File: config.mk
export PLATFORM = sky130hd
export DESIGN_NAME = fb_access_arbiter_flat
export DESIGN_NICKNAME = d
export VERILOG_FILES = /design/src/rtl/fb_access_arbiter_if.sv /design/src/rtl/fb_access_arbiter.sv /design/src/flat_wrapper.sv
export SDC_FILE = /design/constraint.sdc
export NUM_CORES = 1
export LEC_CHECK = 0
export ABC_AREA = 1
export ABC_CLOCK_PERIOD_IN_PS = 6020
export BUFFER_PORTS_ARGS = -buffer_cell sky130_fd_sc_hd__buf_2
export CAP_MARGIN = 25
export CORE_MARGIN = 5
export CORE_UTILIZATION = 60
export DETAILED_ROUTE_END_ITERATION = 8
export GPL_ROUTABILITY_DRIVEN = 1
export PLACE_DENSITY_LB_ADDON = 0.05
export REMOVE_ABC_BUFFERS = 1
export SETUP_SLACK_MARGIN = 0.2
export SLEW_MARGIN = 20
export SYNTH_ARGS = -nofsm -noshare
export SYNTH_HDL_FRONTEND = slang
export SYNTH_SLANG_ARGS = --single-unit
export TNS_END_PERCENT = 10
File: constraint.sdc
create_clock -name clk -period 6.02 [get_ports clk]
set_input_delay 0.301 -clock clk [delete_from_list [all_inputs] [get_ports clk]]
set_output_delay 0.301 -clock clk [all_outputs]
set_load 0.005 [all_outputs]
File: src/rtl/fb_access_arbiter_if.sv
// Bus bundle between the frame-buffer arbiter, its two users and the pixel memory.
interface fb_access_arbiter_if #(
    parameter int ADDR_W = 8,
    parameter int DATA_W = 8,
    parameter int LVL_W  = 3
);
    logic              rd_req;
    logic [ADDR_W-1:0] rd_addr;
    logic [DATA_W-1:0] rd_data;
    logic              rd_valid;

    logic              wr_valid;
    logic [ADDR_W-1:0] wr_addr;
    logic [DATA_W-1:0] wr_data;
    logic              wr_ready;

    logic              clr_req;
    logic [DATA_W-1:0] clr_color;
    logic              busy;
    logic              clr_done;
    logic [LVL_W-1:0]  fifo_level;

    logic              mem_en;
    logic              mem_we;
    logic [ADDR_W-1:0] mem_addr;
    logic [DATA_W-1:0] mem_wdata;
    logic [DATA_W-1:0] mem_rdata;

    modport slave (
        input  rd_req, rd_addr, wr_valid, wr_addr, wr_data, clr_req, clr_color, mem_rdata,
        output rd_data, rd_valid, wr_ready, busy, clr_done, fifo_level,
               mem_en, mem_we, mem_addr, mem_wdata
    );

    modport master (
        output rd_req, rd_addr, wr_valid, wr_addr, wr_data, clr_req, clr_color, mem_rdata,
        input  rd_data, rd_valid, wr_ready, busy, clr_done, fifo_level,
               mem_en, mem_we, mem_addr, mem_wdata
    );
endinterface

File: src/rtl/fb_access_arbiter.sv
// Single-port pixel memory arbiter: display reads always win, buffered host
// writes and a full-memory colour clear only use cycles with no read.
module fb_access_arbiter #(
    parameter int ADDR_W     = 8,
    parameter int DATA_W     = 8,
    parameter int MEM_DEPTH  = 190,
    parameter int FIFO_DEPTH = 4
) (
    input logic                clk,
    input logic                rst,
    fb_access_arbiter_if.slave bus
);
    localparam int PTR_W = $clog2(FIFO_DEPTH);
    localparam int LVL_W = $clog2(FIFO_DEPTH) + 1;
    localparam logic [LVL_W-1:0]  FULL_LVL  = LVL_W'(FIFO_DEPTH);
    localparam logic [LVL_W-1:0]  ONE_LVL   = LVL_W'(1);
    localparam logic [ADDR_W-1:0] LAST_ADDR = ADDR_W'(MEM_DEPTH - 1);

    typedef enum logic [1:0] {IDLE, DRAIN, CLEAR} state_t;
    state_t state, state_next;

    logic [ADDR_W-1:0] fifo_addr [FIFO_DEPTH];
    logic [DATA_W-1:0] fifo_data [FIFO_DEPTH];
    logic [PTR_W-1:0]  wr_ptr, rd_ptr;
    logic [LVL_W-1:0]  level, drain_cnt;
    logic [ADDR_W-1:0] clr_addr;
    logic [DATA_W-1:0] clr_color;
    logic [DATA_W-1:0] rd_hold;
    logic              rd_valid_q, clr_done_q;
    logic              rd_grant, push, pop, clr_wr, clr_last, accept_clr, wr_ready;

    // Per-cycle grant: a read request pre-empts every FIFO pop and clear write.
    always_comb begin
        rd_grant   = bus.rd_req && !rst;
        wr_ready   = !rst && (level < FULL_LVL);
        push       = bus.wr_valid && wr_ready;
        accept_clr = !rst && (state == IDLE) && bus.clr_req;
        pop        = 1'b0;
        clr_wr     = 1'b0;
        if (!rst && !bus.rd_req) begin
            case (state)
                IDLE:    pop = (level != '0);
                DRAIN:   pop = (drain_cnt != '0) && (level != '0);
                CLEAR:   clr_wr = 1'b1;
                default: pop = 1'b0;
            endcase
        end
        clr_last = clr_wr && (clr_addr == LAST_ADDR);
    end

    always_ff @(posedge clk or posedge rst) begin
        if (rst) begin
            state <= IDLE;
        end else begin
            state <= state_next;
        end
    end

    always_comb begin
        state_next = state;
        case (state)
            IDLE: begin
                if (accept_clr) state_next = DRAIN;
            end
            DRAIN: begin
                if ((drain_cnt == '0) || ((drain_cnt == ONE_LVL) && pop)) state_next = CLEAR;
            end
            CLEAR: begin
                if (clr_last) state_next = IDLE;
            end
            default: state_next = IDLE;
        endcase
    end

    always_comb begin
        bus.mem_en    = 1'b0;
        bus.mem_we    = 1'b0;
        bus.mem_addr  = '0;
        bus.mem_wdata = '0;
        if (rd_grant) begin
            bus.mem_en   = 1'b1;
            bus.mem_addr = bus.rd_addr;
        end else if (pop) begin
            bus.mem_en    = 1'b1;
            bus.mem_we    = 1'b1;
            bus.mem_addr  = fifo_addr[rd_ptr];
            bus.mem_wdata = fifo_data[rd_ptr];
        end else if (clr_wr) begin
            bus.mem_en    = 1'b1;
            bus.mem_we    = 1'b1;
            bus.mem_addr  = clr_addr;
            bus.mem_wdata = clr_color;
        end
        bus.busy       = (state != IDLE);
        bus.wr_ready   = wr_ready;
        bus.fifo_level = level;
        bus.clr_done   = clr_done_q;
        bus.rd_valid   = rd_valid_q;
        bus.rd_data    = rd_valid_q ? bus.mem_rdata : rd_hold;
    end

    always_ff @(posedge clk) begin
        if (push) begin
            fifo_addr[wr_ptr] <= bus.wr_addr;
            fifo_data[wr_ptr] <= bus.wr_data;
        end
    end

    always_ff @(posedge clk or posedge rst) begin
        if (rst) begin
            wr_ptr <= '0;
            rd_ptr <= '0;
            level  <= '0;
        end else begin
            if (push) wr_ptr <= wr_ptr + 1'b1;
            if (pop)  rd_ptr <= rd_ptr + 1'b1;
            case ({push, pop})
                2'b10:   level <= level + ONE_LVL;
                2'b01:   level <= level - ONE_LVL;
                default: level <= level;
            endcase
        end
    end

    // Only entries already queued (after this cycle's pop) are drained ahead of the clear.
    always_ff @(posedge clk or posedge rst) begin
        if (rst) begin
            drain_cnt <= '0;
            clr_addr  <= '0;
            clr_color <= '0;
        end else if (accept_clr) begin
            drain_cnt <= level - (pop ? ONE_LVL : '0);
            clr_addr  <= '0;
            clr_color <= bus.clr_color;
        end else begin
            if ((state == DRAIN) && pop) drain_cnt <= drain_cnt - ONE_LVL;
            if (clr_wr && !clr_last)     clr_addr  <= clr_addr + 1'b1;
        end
    end

    always_ff @(posedge clk or posedge rst) begin
        if (rst) begin
            rd_valid_q <= 1'b0;
            rd_hold    <= '0;
            clr_done_q <= 1'b0;
        end else begin
            rd_valid_q <= rd_grant;
            clr_done_q <= clr_last;
            if (rd_valid_q) rd_hold <= bus.mem_rdata;
        end
    end
endmodule

File: src/flat_wrapper.sv
// flat-port wrapper written by rule: the top's interface ports become plain ports
module fb_access_arbiter_flat 
#(
    parameter int ADDR_W     = 8,
    parameter int DATA_W     = 8,
    parameter int MEM_DEPTH  = 190,
    parameter int FIFO_DEPTH = 4
)
  (clk, rst, bus_rd_req, bus_rd_addr, bus_wr_valid, bus_wr_addr, bus_wr_data, bus_clr_req, bus_clr_color, bus_mem_rdata, bus_rd_data, bus_rd_valid, bus_wr_ready, bus_busy, bus_clr_done, bus_fifo_level, bus_mem_en, bus_mem_we, bus_mem_addr, bus_mem_wdata);
  fb_access_arbiter_if #(.ADDR_W(ADDR_W), .DATA_W(DATA_W), .LVL_W(3)) bus_i ();
  input logic clk;
  input logic rst;
  input wire logic [$bits(bus_i.rd_req)-1:0] bus_rd_req;
  input wire logic [$bits(bus_i.rd_addr)-1:0] bus_rd_addr;
  input wire logic [$bits(bus_i.wr_valid)-1:0] bus_wr_valid;
  input wire logic [$bits(bus_i.wr_addr)-1:0] bus_wr_addr;
  input wire logic [$bits(bus_i.wr_data)-1:0] bus_wr_data;
  input wire logic [$bits(bus_i.clr_req)-1:0] bus_clr_req;
  input wire logic [$bits(bus_i.clr_color)-1:0] bus_clr_color;
  input wire logic [$bits(bus_i.mem_rdata)-1:0] bus_mem_rdata;
  output wire logic [$bits(bus_i.rd_data)-1:0] bus_rd_data;
  output wire logic [$bits(bus_i.rd_valid)-1:0] bus_rd_valid;
  output wire logic [$bits(bus_i.wr_ready)-1:0] bus_wr_ready;
  output wire logic [$bits(bus_i.busy)-1:0] bus_busy;
  output wire logic [$bits(bus_i.clr_done)-1:0] bus_clr_done;
  output wire logic [$bits(bus_i.fifo_level)-1:0] bus_fifo_level;
  output wire logic [$bits(bus_i.mem_en)-1:0] bus_mem_en;
  output wire logic [$bits(bus_i.mem_we)-1:0] bus_mem_we;
  output wire logic [$bits(bus_i.mem_addr)-1:0] bus_mem_addr;
  output wire logic [$bits(bus_i.mem_wdata)-1:0] bus_mem_wdata;
  assign bus_i.rd_req = bus_rd_req;
  assign bus_i.rd_addr = bus_rd_addr;
  assign bus_i.wr_valid = bus_wr_valid;
  assign bus_i.wr_addr = bus_wr_addr;
  assign bus_i.wr_data = bus_wr_data;
  assign bus_i.clr_req = bus_clr_req;
  assign bus_i.clr_color = bus_clr_color;
  assign bus_i.mem_rdata = bus_mem_rdata;
  assign bus_rd_data = bus_i.rd_data;
  assign bus_rd_valid = bus_i.rd_valid;
  assign bus_wr_ready = bus_i.wr_ready;
  assign bus_busy = bus_i.busy;
  assign bus_clr_done = bus_i.clr_done;
  assign bus_fifo_level = bus_i.fifo_level;
  assign bus_mem_en = bus_i.mem_en;
  assign bus_mem_we = bus_i.mem_we;
  assign bus_mem_addr = bus_i.mem_addr;
  assign bus_mem_wdata = bus_i.mem_wdata;
  fb_access_arbiter #(.ADDR_W(ADDR_W), .DATA_W(DATA_W), .MEM_DEPTH(MEM_DEPTH), .FIFO_DEPTH(FIFO_DEPTH)) u_core (.clk(clk), .rst(rst), .bus(bus_i));
endmodule
### Word-level counts from Yosys, hierarchy flattened

Memories as Yosys holds them, arrays and structs flattened.
Cells that the tools add are included.

* memory bits (writable): 64
* bits in latches: 0
* register bits after elaboration: 38
* bits in read-only memories: 0
* input bits: 45
* memories kept: 2

* div/mod/pow operators: 0
* $lt $le $gt $ge: 1
* multiplexer cells: 27
* reduce and logical (&&, ||, !) cells: 24
* equal/unequal tests: 9
* add/sub/neg operators: 7
* shift-type cells: 0
* bitwise logic cells: 0
* multipliers: 0

Memories
* u_core.fifo_addr: words 4, bits a word 8, read ports 1, clocked after Yosys merged registers in 0, wr ports 1, line fb_access_arbiter.sv:22 `logic [ADDR_W-1:0] fifo_addr [FIFO_DEPTH];`
* u_core.fifo_data: words 4, bits a word 8, read ports 1, clocked after Yosys merged registers in 0, wr ports 1, line fb_access_arbiter.sv:23 `logic [DATA_W-1:0] fifo_data [FIFO_DEPTH];`

Operators with widths (count)
* $mux 8: 9
* $logic_and 1x1->1: 11
* $mux 1: 10
* $add 8x1->8 const B: 1
* $eq 8x8->1 const B: 1
* $reduce_bool 2->1: 4
* $mux 2: 3
* $mux 3: 2
* $ne 2x1->1 const B: 3
* $pmux 2 s3: 1
* $pmux 3 s2: 1
* $reduce_bool 3->1: 2
* $sub 3x1->3 const B: 2
* $add 2x1->2 const B: 2
* $eq 2x1->1 const B: 2
* $eq 2x2->1 const B: 2
* $add 3x1->3 const B: 1
* $eq 3x1->1 const B: 1
* $logic_not 1->1: 3
* $logic_not 3->1: 1
* $lt 3x3->1 const B: 1
* $reduce_and 3->1: 1
* $sub 3x3->3: 1
* $logic_not 2->1: 1
* other kinds (2): 2

### Longest topological paths before layout

Gate-level depths: netlist (run 1).

* depth in word-level cells: 8
* mapped depth: 13

### Least setup slack after synthesis (run 1)

No wires, ideal clock.

* path type: register -> register
* from: register u_core.drain_cnt[0]
* to: register u_core.level[2] (netlist: u_core.bus.fifo_level[2])
* library setup time: 0.131 ns
* cell stages (with the launch flop): 14
* arrival time: 2.266 ns
* required time: 5.889 ns
* slack: 3.623 ns
* cells stage by stage: dfrtp_1 -> inv_1 -> ha_1 -> ha_1 -> a21oi_2 -> nand3_2 -> inv_4 -> buf_6 -> ha_1 -> inv_1 -> fa_1 -> a21oi_1 -> o21ai_0 -> xor2_1

* word-level cells in the longest chain between the ends: 6
* elaborated cells on any way between the ends: 8
* classes of those cells: eq/ne (2); mux (3); reduce/logical (3)

Ends and longest elaborated chain
* start, declared: line fb_access_arbiter.sv:25 `logic [LVL_W-1:0] level, drain_cnt;`
* start signal, assigned: line fb_access_arbiter.sv:132 `drain_cnt <= level - (pop ? ONE_LVL : '0);`
* start signal, assigned: line fb_access_arbiter.sv:136 `if ((state == DRAIN) && pop) drain_cnt <= drain_cnt - ONE_LVL;`
* $reduce_bool 3->1 *: line fb_access_arbiter.sv:43 `DRAIN: pop = (drain_cnt != '0) && (level != '0);`
* $logic_and 1x1->1 *: line fb_access_arbiter.sv:43
* $pmux 1 s2 *: line fb_access_arbiter.sv:41 `case (state)`
* $mux 1 *: line fb_access_arbiter.sv:40 `if (!rst && !bus.rd_req) begin`
* $eq 2x1->1 or $eq 2x2->1 (tied branches): line fb_access_arbiter.sv:117 `case ({push, pop})`
* $pmux 3 s2 or $reduce_bool 2->1 (tied branches)
* end signal, assigned: line fb_access_arbiter.sv:118 `2'b10: level <= level + ONE_LVL;`
* end signal, assigned: line fb_access_arbiter.sv:119 `2'b01: level <= level - ONE_LVL;`
* end signal, assigned: line fb_access_arbiter.sv:120 `default: level <= level;`
* end, declared: line fb_access_arbiter.sv:25

Mark *: on every way between the ends. The rest lies on a longest branch, timed or not.
A chain may end at the register's enable or synchronous reset.

### Worst setup path after layout (run 1)

* from: register u_core.rd_ptr[0]
* to: output bus_mem_addr[1]

* word-level cells in the longest chain between the ends: 3

Ends and longest elaborated chain
* start, declared: line fb_access_arbiter.sv:24 `logic [PTR_W-1:0] wr_ptr, rd_ptr;`
* start signal, assigned: line fb_access_arbiter.sv:116 `if (pop) rd_ptr <= rd_ptr + 1'b1;`
* $mem_v2 4x8
* $mux 8: line fb_access_arbiter.sv:83 `end else if (pop) begin`
* $mux 8: line fb_access_arbiter.sv:80 `if (rd_grant) begin`
* end, declared: line flat_wrapper.sv:29 `output wire logic [$bits(bus_i.mem_addr)-1:0] bus_mem_addr;`

Every way passes these cells.

==> results of run 1 <==
-- sequential cells by signal, summed over array words and instances (netlist names) --
| register | flops |
|---|---|
| u_core.fifo_addr | 32 |
| u_core.fifo_data | 32 |
| u_core.clr_addr | 8 |
| u_core.clr_color | 8 |
| u_core.rd_hold | 8 |
| u_core.bus.fifo_level | 3 |
| u_core.drain_cnt | 3 |
| u_core.rd_ptr | 2 |
| u_core.state | 2 |
| u_core.wr_ptr | 2 |
| u_core.bus.clr_done | 1 |
| u_core.bus.rd_valid | 1 |
-- cell families after synthesis --
group | synth area share [%]
multiplexers | 1.93
buffers and inverters | 4.81
AO/OA/AOI/OAI | 7.39
AND/OR/NAND/NOR | 19.0
flip-flops | 61.7
adder cells (fa/ha/maj) | 3.65
XOR/XNOR | 1.50
-- cells in the final DEF, fill, tap and decap left out, types with 4 or more instances in the layout --
| cell | instances |
|---|---|
| o21ai_1 | 18 |
| dfrtp_1 | 38 |
| buf_2 | 77 |
| o22ai_1 | 8 |
| edfxtp_1 | 64 |
| ha_1 | 12 |
| clkbuf_8 | 9 |
| nand2_1 | 109 |
| nand3_1 | 21 |
| nand4_1 | 4 |
| nor2_2 | 5 |
| o21ai_0 | 32 |
| mux2_2 | 8 |
| nor2_1 | 50 |
| inv_2 | 9 |
| inv_1 | 22 |
| xor2_1 | 6 |
-- routing by layer --
metal | routed length, µm | track usage, %
met1 | 3940 | 25.6
met2 | 4690 | 33.9
met3 | 440 | 5.36
met4 | 69 | 4.37
met5 | 0 | 0
-- through the flow --
stage / instance area (µm²) / power, W / hold WS, ns / cells
after global placement: 5090 / 0.00159 / 0.463 / 609
after global routing: 5270 / 0.00217 / 0.122 / 625
after detailed placement: 5090 / 0.00162 / 0.465 / 609
after CTS: 5270 / 0.00202 / 0.115 / 625
final: 5270 / 0.00200 / 0.133 / 625
after floorplan: 4560 / 0.00139 / 0.294 / 430
-- how the worst max path moves through the flow --
stage                                     from                                    to  slack, ns  cells past startpoint
2_1_floorplan  u_core.drain_cnt[0]$_DFFE_PP0P_  u_core.bus.fifo_level[2]$_DFFE_PP0P_       3.69                     12
3_3_place_gp   u_core.drain_cnt[0]$_DFFE_PP0P_  u_core.bus.fifo_level[2]$_DFFE_PP0P_       3.54                     12
3_5_place_dp   u_core.drain_cnt[0]$_DFFE_PP0P_  u_core.bus.fifo_level[2]$_DFFE_PP0P_       3.42                     12
4_1_cts           u_core.rd_ptr[0]$_DFFE_PP0N_                       bus_mem_addr[1]       3.16                      6
5_1_grt           u_core.rd_ptr[0]$_DFFE_PP0N_                      bus_mem_wdata[2]       2.92                      6
6_report          u_core.rd_ptr[0]$_DFFE_PP0N_                       bus_mem_addr[1]       3.23                      6
-- critical path: stages (launching register included) --
cell     delay (ns)
dfrtp_1        0.97
inv_2          0.49
o21ai_0        0.27
o21ai_1        0.12
nand2_1        0.07
nand3_1        0.08
buf_2          0.14
-- layout make-up --
cell class	instances	share of cell area, %
repair buffers	77	7.31
clock inverters	6	1.07
well taps	102	2.42
multi-input cells	295	29.8
flip-flops and latches	102	54.5
inverters	33	2.49
clock buffers	10	2.42
-- power breakdown --
part           leakage, nW  switching, W  internal, W  total (W)
registers             1.05      0.000115     0.000853   0.000968
clock network       0.0909      0.000245     0.000159   0.000404
logic                 1.14      0.000390     0.000241   0.000631
total                 2.29      0.000749      0.00125    0.00200
-- synth_stat cells, types with 2 or more instances --
| cell | n |
|---|---|
| inv_2 | 9 |
| a21oi_1 | 2 |
| nand4_1 | 4 |
| nand3_2 | 2 |
| xor2_1 | 6 |
| nor2_1 | 54 |
| mux2_2 | 8 |
| nor3_1 | 2 |
| nor2_4 | 3 |
| nand3_1 | 21 |
| ha_1 | 12 |
| buf_4 | 3 |
| dfrtp_1 | 38 |
| edfxtp_1 | 64 |
| o21ai_1 | 18 |
| inv_1 | 22 |
| o22ai_1 | 8 |
| buf_2 | 11 |
| o21ai_0 | 32 |
| xnor2_1 | 2 |
| nand2_2 | 2 |
| nand2_1 | 109 |
| nand2_4 | 3 |
==> flow_summary.ini, run 1 <==
[outcome]
status = complete, no violations

[power]
power_leakage_nw = 2.29
power_density_mw_per_mm2 = 380
peakVddDrop_v = 0.000246

[grt]
grt_pass1_wl_um = 15400
grt_overflow = 0
grt_pass1_vias = 3311
grt.total_usage_pct = 19.9
grt_max_degree = 41
antenna_found_initial = 0

[drt]
via_per_inst = 5.18
drc = 0
postRouteAntennaNets = 0
avgRoutedWirePerCell_um = 14.6
dr.pass1.iters = 4
wl_um = 9130
drt_iter0_markers = 126
via_count = 3235

[die]
die_w_um = 98.1
chipHeight_um = 98.1
ios = 78
initial_utilization_pct = 60.9
rows = 32
coreArea_mm2 = 0.00765
dieArea_mm2 = 0.00962

[yosys]
synth-edff-count = 64
synth_cell_types = 34
synth-seq-cells = 102
synthArstFlopShare_pct = 37.3
syn_avg_cell_area_um2 = 10.4
ys_warn_count = 0
yosysTopAreaCellShare_pct = 41.3
syn_area_mm2 = 0.00466
syn_inst = 446
synthTopCellsByArea = edfxtp_1 (41%), dfrtp_1 (20%), nand2_1 (8.8%)
ys_seq_area_share_pct = 61.7
synth_ff_type = edfxtp_1
yosys.area.top_type = edfxtp_1

[worst_setup_path]
cp.required_ns = 5.72
worst-path-max-fanout = 34
reg2reg_depth = 12
arrival_ns = 2.49
cp-start-kind = flip-flop
timing.rr.start = u_core.drain_cnt[0]$_DFFE_PP0P_
r2r_slack_ns = 3.42
worstReg2RegEnd = u_core.bus.fifo_level[2]$_DFFE_PP0P_
end_kind = primary output
path_class = reg -> out

[clocking]
cts_max_path_buffers = 2
path_clk_slew_ns = 0.11
postCtsHoldBufs = 0
postCtsSetupBuffers = 0
cts_resized = 0
clkSinkCount = 102
clk_latency_ns = 0.36
cts_inserted_buffers = 9
clockRootBuffer = clkbuf_8
cts_tree = done
htreeDepth = 3

[sta]
drv_slew = 0
finalCritPeriodShare_pct = 46.4
tns_ns = 0
setup_viol = 0
fmax_ghz = 0.358
relSlewSlack_pct = 37.7
hold_viol = 0
worst_slew_pin_slew_ns = 0.933
layout_setup_ws_ns = 3.23
min_period_ns = 2.79
rsz0062_at_grt = false
fin_skew_ns = 0.0110

[final_layout]
multi_input_area_mm2 = 0.00157
final_nets = 576
insertedDiodeCount = 0
layout-drive-gt1-share_pct = 24.9
fill_cells = 611
syn2layout_area_growth_pct = 13.2
seqCellArea_mm2 = 0.00287
fin_util_pct = 68.9

[place]
port_buffers = 77
gp_congestion = 0.826
pre_cts_slack_ns = 3.42
dp_hpwl_um = 6340

[worst_hold_path]
hold_depth = 3
hold_end = u_core.clr_color[4]$_DFFE_PP0P_
min-delay-start = bus_clr_color[4]
hold_path_class = in -> reg

[flow_run]
drv_cap = 0
Note: power is estimated with default switching activity, not from simulation.
==> run 2, diff against run 1 <==
ABC_CLOCK_PERIOD_IN_PS = 2290   (was 6020)
CORE_UTILIZATION = 51   (was 60)
clock period = 2.29 ns   (was 6.02 ns; I/O delays follow)
==> run 2 against run 1 <==
Effect of this change:
- count of clock-buffer cells in the layout unchanged
- final cell count is 9.0% higher
- register-to-register slack lost 3.2 ns
- via count rose by 6.5%
- utilization decreased by 3.0 points
- largest power group unchanged
- highest routed layer unchanged
==> flow_summary.ini, run 2 (same netlist as run 1, synthesis figures left out) <==
[die]
dieArea_mm2 = 0.0111
rows = 34
ios = 78
die_w_um = 106
chipHeight_um = 106
initial_utilization_pct = 52.9
coreArea_mm2 = 0.00881

[final_layout]
final_common_cell = nand2_1
final_area_mm2 = 0.00581
top_regs = u_core.fifo_addr x32, u_core.fifo_data x32
syn2layout_area_growth_pct = 24.7
layout-drive-gt1-share_pct = 26.5
final_nets = 626
final_cell_mix = nand2_1 (109), buf_2 (77), edfxtp_1 (64), nor2_1 (54), dfrtp_1 (38)
insertedDiodeCount = 0

[drt]
via_count = 3445
via_per_inst = 5.06
avgRoutedWirePerCell_um = 14.5
postRouteAntennaNets = 0
dr.pass1.iters = 4
wl_um = 9880
drc = 0
drt_iter0_markers = 120

[worst_setup_path]
timing.rr.start = u_core.drain_cnt[1]$_DFFE_PP0P_
path_common_cell = ha_4
reg2reg_depth = 12
worstReg2RegEnd = u_core.bus.fifo_level[2]$_DFFE_PP0P_
cp-start-kind = flip-flop
crit_slowest_cell = dfrtp_1
path_class = reg -> reg
slowest_delay_ns = 0.38
crit_start = u_core.drain_cnt[1]$_DFFE_PP0P_
crit_chain = inv_2 > ha_4 > ha_4 > a21oi_4 > nand3_2 > inv_4 > ha_4 > inv_4 > fa_2 > a21oi_2 > o21ai_2 > xor2_1
end_kind = flip-flop
arrival_ns = 2.35
cp.required_ns = 2.55
r2r_slack_ns = 0.20
worst-path-max-fanout = 3

[sta]
setup_viol = 0
fin_skew_ns = 0.0125
relSlewSlack_pct = 71.1
fmax_ghz = 0.479
worst_slew_pin_slew_ns = 0.433
drv_slew = 0
finalCritPeriodShare_pct = 91.1
hold_viol = 0
min_period_ns = 2.09
rsz0062_at_grt = true

[place]
port_buffers = 77
postPlaceCellArea_mm2 = 0.00516
gp_congestion = 0.845
dp_hpwl_um = 6390

[clocking]
cts_max_path_buffers = 2
clk_latency_ns = 0.37
path_clk_slew_ns = 0.11
clkSinkCount = 102
cts_inserted_buffers = 9
clockRootBuffer = clkbuf_8
htreeDepth = 3
cts_tree = done

[grt]
antenna_found_initial = 0
grt_pass1_vias = 3481
grt_pass1_wl_um = 16700
grt_overflow = 0
grt.total_usage_pct = 18.7
grt_max_degree = 39

[power]
power_density_mw_per_mm2 = 964
power_w = 0.00560
power_leakage_nw = 2.53
peakVddDrop_v = 0.000610

[worst_hold_path]
hold_path_class = in -> reg
min-delay-start = bus_rd_req
hold_depth = 3
hold_end = u_core.bus.rd_valid$_DFF_PP0_

[outcome]
status = complete, no violations

[flow_run]
drv_cap = 0
==> run 2: cell types whose count changed in the layout (fill, tap and decap cells not counted), sizes merged <==
cell	previous run	this run
dlygate4sd3	0	33
buf	77	94
inv	35	37
clkinv	3	2
clkinvlp	1	0
==> run 2: worst max-delay path, delay by kind of cell (launching register included) <==
family	cells	cell delay (ns)
adder cells (fa/ha/maj)	4	0.79
AND/OR/NAND/NOR	1	0.11
XOR/XNOR	1	0.14
buffers and inverters	3	0.18
AO/OA/AOI/OAI	3	0.38
flip-flops	1	0.38
==> run 2: what timing repair did <==
| item | 4_1_cts | 5_1_grt |
|---|---|---|
| buffers inserted | 4 | 2 |
| setup endpoints to repair | 19 | 17 |
| pin swaps | 5 | 5 |
| hold buffers | 34 | 0 |
| gates resized for setup | 13 | 5 |
| hold endpoints to repair | 118 | 0 |
==> run 2: stage by stage <==
stage | utilization (%) | worst slack (ns) | hold slack (ns) | cells | setup TNS, ns
final | 66.0 | 0.204 | 0.119 | 681 | 0
after global routing | 66.0 | 0.123 | 0.137 | 681 | 0
after CTS | 65.6 | 0.202 | 0.110 | 679 | 0
after detailed placement | 58.6 | 0.0101 | 0.318 | 625 | 0
after global placement | 58.6 | 0.0846 | 0.308 | 625 | 0
after floorplan | - | -0.0443 | 0.108 | 430 | -0.0443
==> run 2: how the worst max path moves through the flow <==
| stage | cells after the start | slack, ns | endpoint |
|---|---|---|---|
| CTS | 12 | 0.20 | u_core.bus.fifo_level[2]$_DFFE_PP0P_ |
| floorplan | 12 | -0.04 | u_core.bus.fifo_level[2]$_DFFE_PP0P_ |
| global placement | 12 | 0.08 | u_core.bus.fifo_level[2]$_DFFE_PP0P_ |
| finish | 12 | 0.20 | u_core.bus.fifo_level[2]$_DFFE_PP0P_ |
| global route | 12 | 0.12 | u_core.bus.fifo_level[2]$_DFFE_PP0P_ |
| detailed placement | 12 | 0.01 | u_core.bus.fifo_level[2]$_DFFE_PP0P_ |
==> run 2: layout make-up <==
cell class / count / area, µm²
inverters: 33 / 136
clock inverters: 6 / 62.6
repair buffers: 127 / 860
multi-input cells: 295 / 1620
well taps: 108 / 135
flip-flops and latches: 102 / 2870
fillers: 722 / 3000
clock buffers: 10 / 128
==> run 2: where the power goes <==
group          internal [W]  total, W  switching [W]
Sequential          0.00224   0.00245       0.000212
Clock              0.000429   0.00108       0.000654
Combinational      0.000834   0.00206        0.00123
==> run 2: metal layers <==
metal / share of wire (%) / track usage [%] / vias up / routed length [µm]
li1: - / - / 1737 / -
met2: 51 / 33.0 / 59 / 5050
met4: 0.52 / 4.07 / 0 / 51
met1: 44 / 23.8 / 1645 / 4360
met3: 4.2 / 3.97 / 4 / 411
met5: 0 / 0 / - / 0
==> run 3, diff against run 2 <==
ABC_AREA = not set   (was 1)
CORE_UTILIZATION = 50   (was 51)
==> run 3 against run 2 <==
Effect of this change:
- total power is 3.4% lower
- combinational power is 8% lower
- clock power hardly changed
- register-to-register slack worse by 0.12 ns
- die area is 2.6% lower
- worst setup slack worse by 0.13 ns
- final area is 1.1% lower
- sequential power hardly changed
- sequential share of layout area is 0.53 points higher
- clock skew hardly changed
- critical endpoint is now bus_mem_wdata[0]
==> flow_summary.ini, run 3 <==
[outcome]
status = complete, no violations

[final_layout]
final_area_mm2 = 0.00575
fill_cells = 656
layout-drive-gt1-share_pct = 37.8
top_regs = u_core.fifo_addr x32, u_core.fifo_data x32
final_common_cell = buf_2
final_cell_mix = buf_2 (77), edfxtp_1 (64), dfrtp_1 (38), nand2_1 (34), dlygate4sd3_1 (33)
insertedDiodeCount = 0
syn2layout_area_growth_pct = 29.6
final_nets = 492

[sta]
rsz0062_at_grt = true
hold_viol = 0
relSlewSlack_pct = 58.5
worst_slew_pin_slew_ns = 0.622
drv_slew = 0
fin_skew_ns = 0.0128
fmax_ghz = 0.451
min_period_ns = 2.22
finalCritPeriodShare_pct = 96.8
setup_viol = 0

[grt]
grt_overflow = 0
grt.total_usage_pct = 18.5
grt_pass1_vias = 3024
antenna_found_initial = 0
grt_max_degree = 22
grt_pass1_wl_um = 15900

[yosys]
yosys.area.top_type = edfxtp_1
yosysTopAreaCellShare_pct = 43.3
syn_avg_cell_area_um2 = 14.7
synth_top_family_by_area = multiplexers
syn_inst = 302
synth_mux_area_share_pct = 11.3
synthArstFlopShare_pct = 37.3
synth_commonest_cells = edfxtp_1 (64), dfrtp_1 (38), nand2_1 (34)
ys_seq_area_share_pct = 64.8
ys_warn_count = 0
synth.most_common_cell = edfxtp_1
synth_cell_types = 46
synth_ff_type = edfxtp_1
synthTopCellsByArea = edfxtp_1 (43%), dfrtp_1 (21%), mux4_2 (8.1%)
yosys.area_share.xor_xnor_pct = 1.78
synthAdderAreaFrac_pct = 3.84
synth-simple-area-share_pct = 9.26
synth-edff-count = 64
syn_area_mm2 = 0.00443
synth_compound_area_share_pct = 6.46
synth-seq-cells = 102

[clocking]
htreeDepth = 3
cts_inserted_buffers = 9
clockRootBuffer = clkbuf_8
cts_tree = done
cts_max_path_buffers = 2
path_clk_slew_ns = 0.10
clkSinkCount = 102
clk_latency_ns = 0.36

[flow_run]
drv_cap = 0

[worst_setup_path]
crit_path_end = bus_mem_wdata[0]
cp.required_ns = 2.18
worstReg2RegEnd = u_core.bus.fifo_level[2]$_DFFE_PP0P_
reg2reg_depth = 12
worst-path-max-fanout = 5
arrival_ns = 2.10
crit_start = u_core.drain_cnt[1]$_DFFE_PP0P_
r2r_slack_ns = 0.08
end_kind = primary output
timing.rr.start = u_core.drain_cnt[1]$_DFFE_PP0P_
cp-start-kind = flip-flop
path_class = reg -> out

[die]
coreArea_mm2 = 0.00868
die_w_um = 104
chipHeight_um = 104
ios = 78
initial_utilization_pct = 51.1
rows = 34
dieArea_mm2 = 0.0109

[drt]
drt_iter0_markers = 178
dr_wl_met2_um = 4670
avgRoutedWirePerCell_um = 17.4
dr.pass1.iters = 4
wl_um = 9530
via_per_inst = 5.35
dr.max_layer_used = met4
drc = 0
met1_length_um = 4370
via_count = 2929
postRouteAntennaNets = 0
met3_wirelength_um = 411

[place]
dp_hpwl_um = 6150
postPlaceCellArea_mm2 = 0.00504
port_buffers = 77
gp_congestion = 0.838

[worst_hold_path]
hold_path_class = in -> reg

[power]
power_w = 0.00541
peakVddDrop_v = 0.000732
power_density_mw_per_mm2 = 941
power_leakage_nw = 2.39
run 3: changes by cell type after synthesis, moves of 16 or more:
cell / delta
nand2_1: -75
nor2_1: -38
o21ai_0: -31
nand3_1: -17
o21ai_1: -17
mux4_2: +16
run 3: routing by layer:
layer	track usage [%]	up-vias
li1	-	1391
met1	25.4	1468
met2	29.5	64
met3	4.97	6
met4	4.44	0
met5	0	-
run 3: worst max-delay path, stage by stage, from the launching register on:
cell	delay [ns]
dfrtp_1	0.37
inv_2	0.07
ha_4	0.16
ha_4	0.15
a21oi_2	0.12
nor4b_4	0.21
buf_6	0.17
buf_8	0.14
buf_12	0.10
a22o_1	0.14
buf_2	0.12
run 3: cell families (layout without fill, tap and decap cells):
logic type / count (synthesis) / after routing
adders and majority gates: 13 / 13
AOI/OAI and AO/OA: 41 / 41
and+or+nand+nor: 81 / 81
buffers and inverters: 27 / 164
DFF: 102 / 102
muxes: 29 / 29
xor gates and xnor gates: 9 / 9
run 3: worst min path at each step:
stage          slack, ns           start                               end  depth (start not counted)
3_3_place_gp        0.31             rst       u_core.rd_hold[3]$_DFF_PP0_                          3
6_report            0.15    bus_wr_valid      u_core.wr_ptr[0]$_DFFE_PP0P_                          3
2_1_floorplan       0.21  bus_wr_addr[0]  u_core.fifo_addr[0][0]$_DFFE_PP_                          0
5_1_grt             0.16    bus_wr_valid      u_core.wr_ptr[0]$_DFFE_PP0P_                          3
3_5_place_dp        0.31             rst       u_core.rd_hold[3]$_DFF_PP0_                          3
4_1_cts             0.13    bus_wr_valid      u_core.wr_ptr[0]$_DFFE_PP0P_                          3
run 3: area by class of cell:
| cell class | instances | area (µm²) | area share [%] |
|---|---|---|---|
| flip-flops and latches | 102 | 2870 | 50.0 |
| multi-input cells | 173 | 1570 | 27.3 |
| repair buffers | 135 | 943 | 16.4 |
| well taps | 108 | 135 | 2.35 |
| clock buffers | 10 | 128 | 2.22 |
| clock inverters | 6 | 53.8 | 0.936 |
| inverters | 13 | 48.8 | 0.849 |
run 3: repair_timing:
item,CTS,global route
resized for setup,18,12
endpoints found under the hold margin,118,0
hold buffers,33,0
pin swaps,4,13
setup buffers,5,1
gates cloned,2,0
endpoints found under the setup margin,22,23
run 3: where the power goes:
part	internal (W)	switching (W)
clock network	0.000415	0.000630
logic	0.00100	0.000890
registers	0.00226	0.000214
total	0.00368	0.00173
run 3: through the flow:
| step | TNS [ns] | util, % | hold WS (ns) | setup WS [ns] | std cells |
|---|---|---|---|---|---|
| 2_1_floorplan | -31.36 | - | 0.213 | -1.74 | 288 |
| 3_3_place_gp | 0 | 58.1 | 0.311 | 0.0234 | 490 |
| 3_5_place_dp | -0.0795 | 58.1 | 0.306 | -0.0795 | 490 |
| 4_1_cts | 0 | 65.6 | 0.134 | 0.0181 | 546 |
| 5_1_grt | -0.591 | 66.2 | 0.160 | -0.0593 | 547 |
| 6_report | 0 | 66.2 | 0.151 | 0.0738 | 547 |
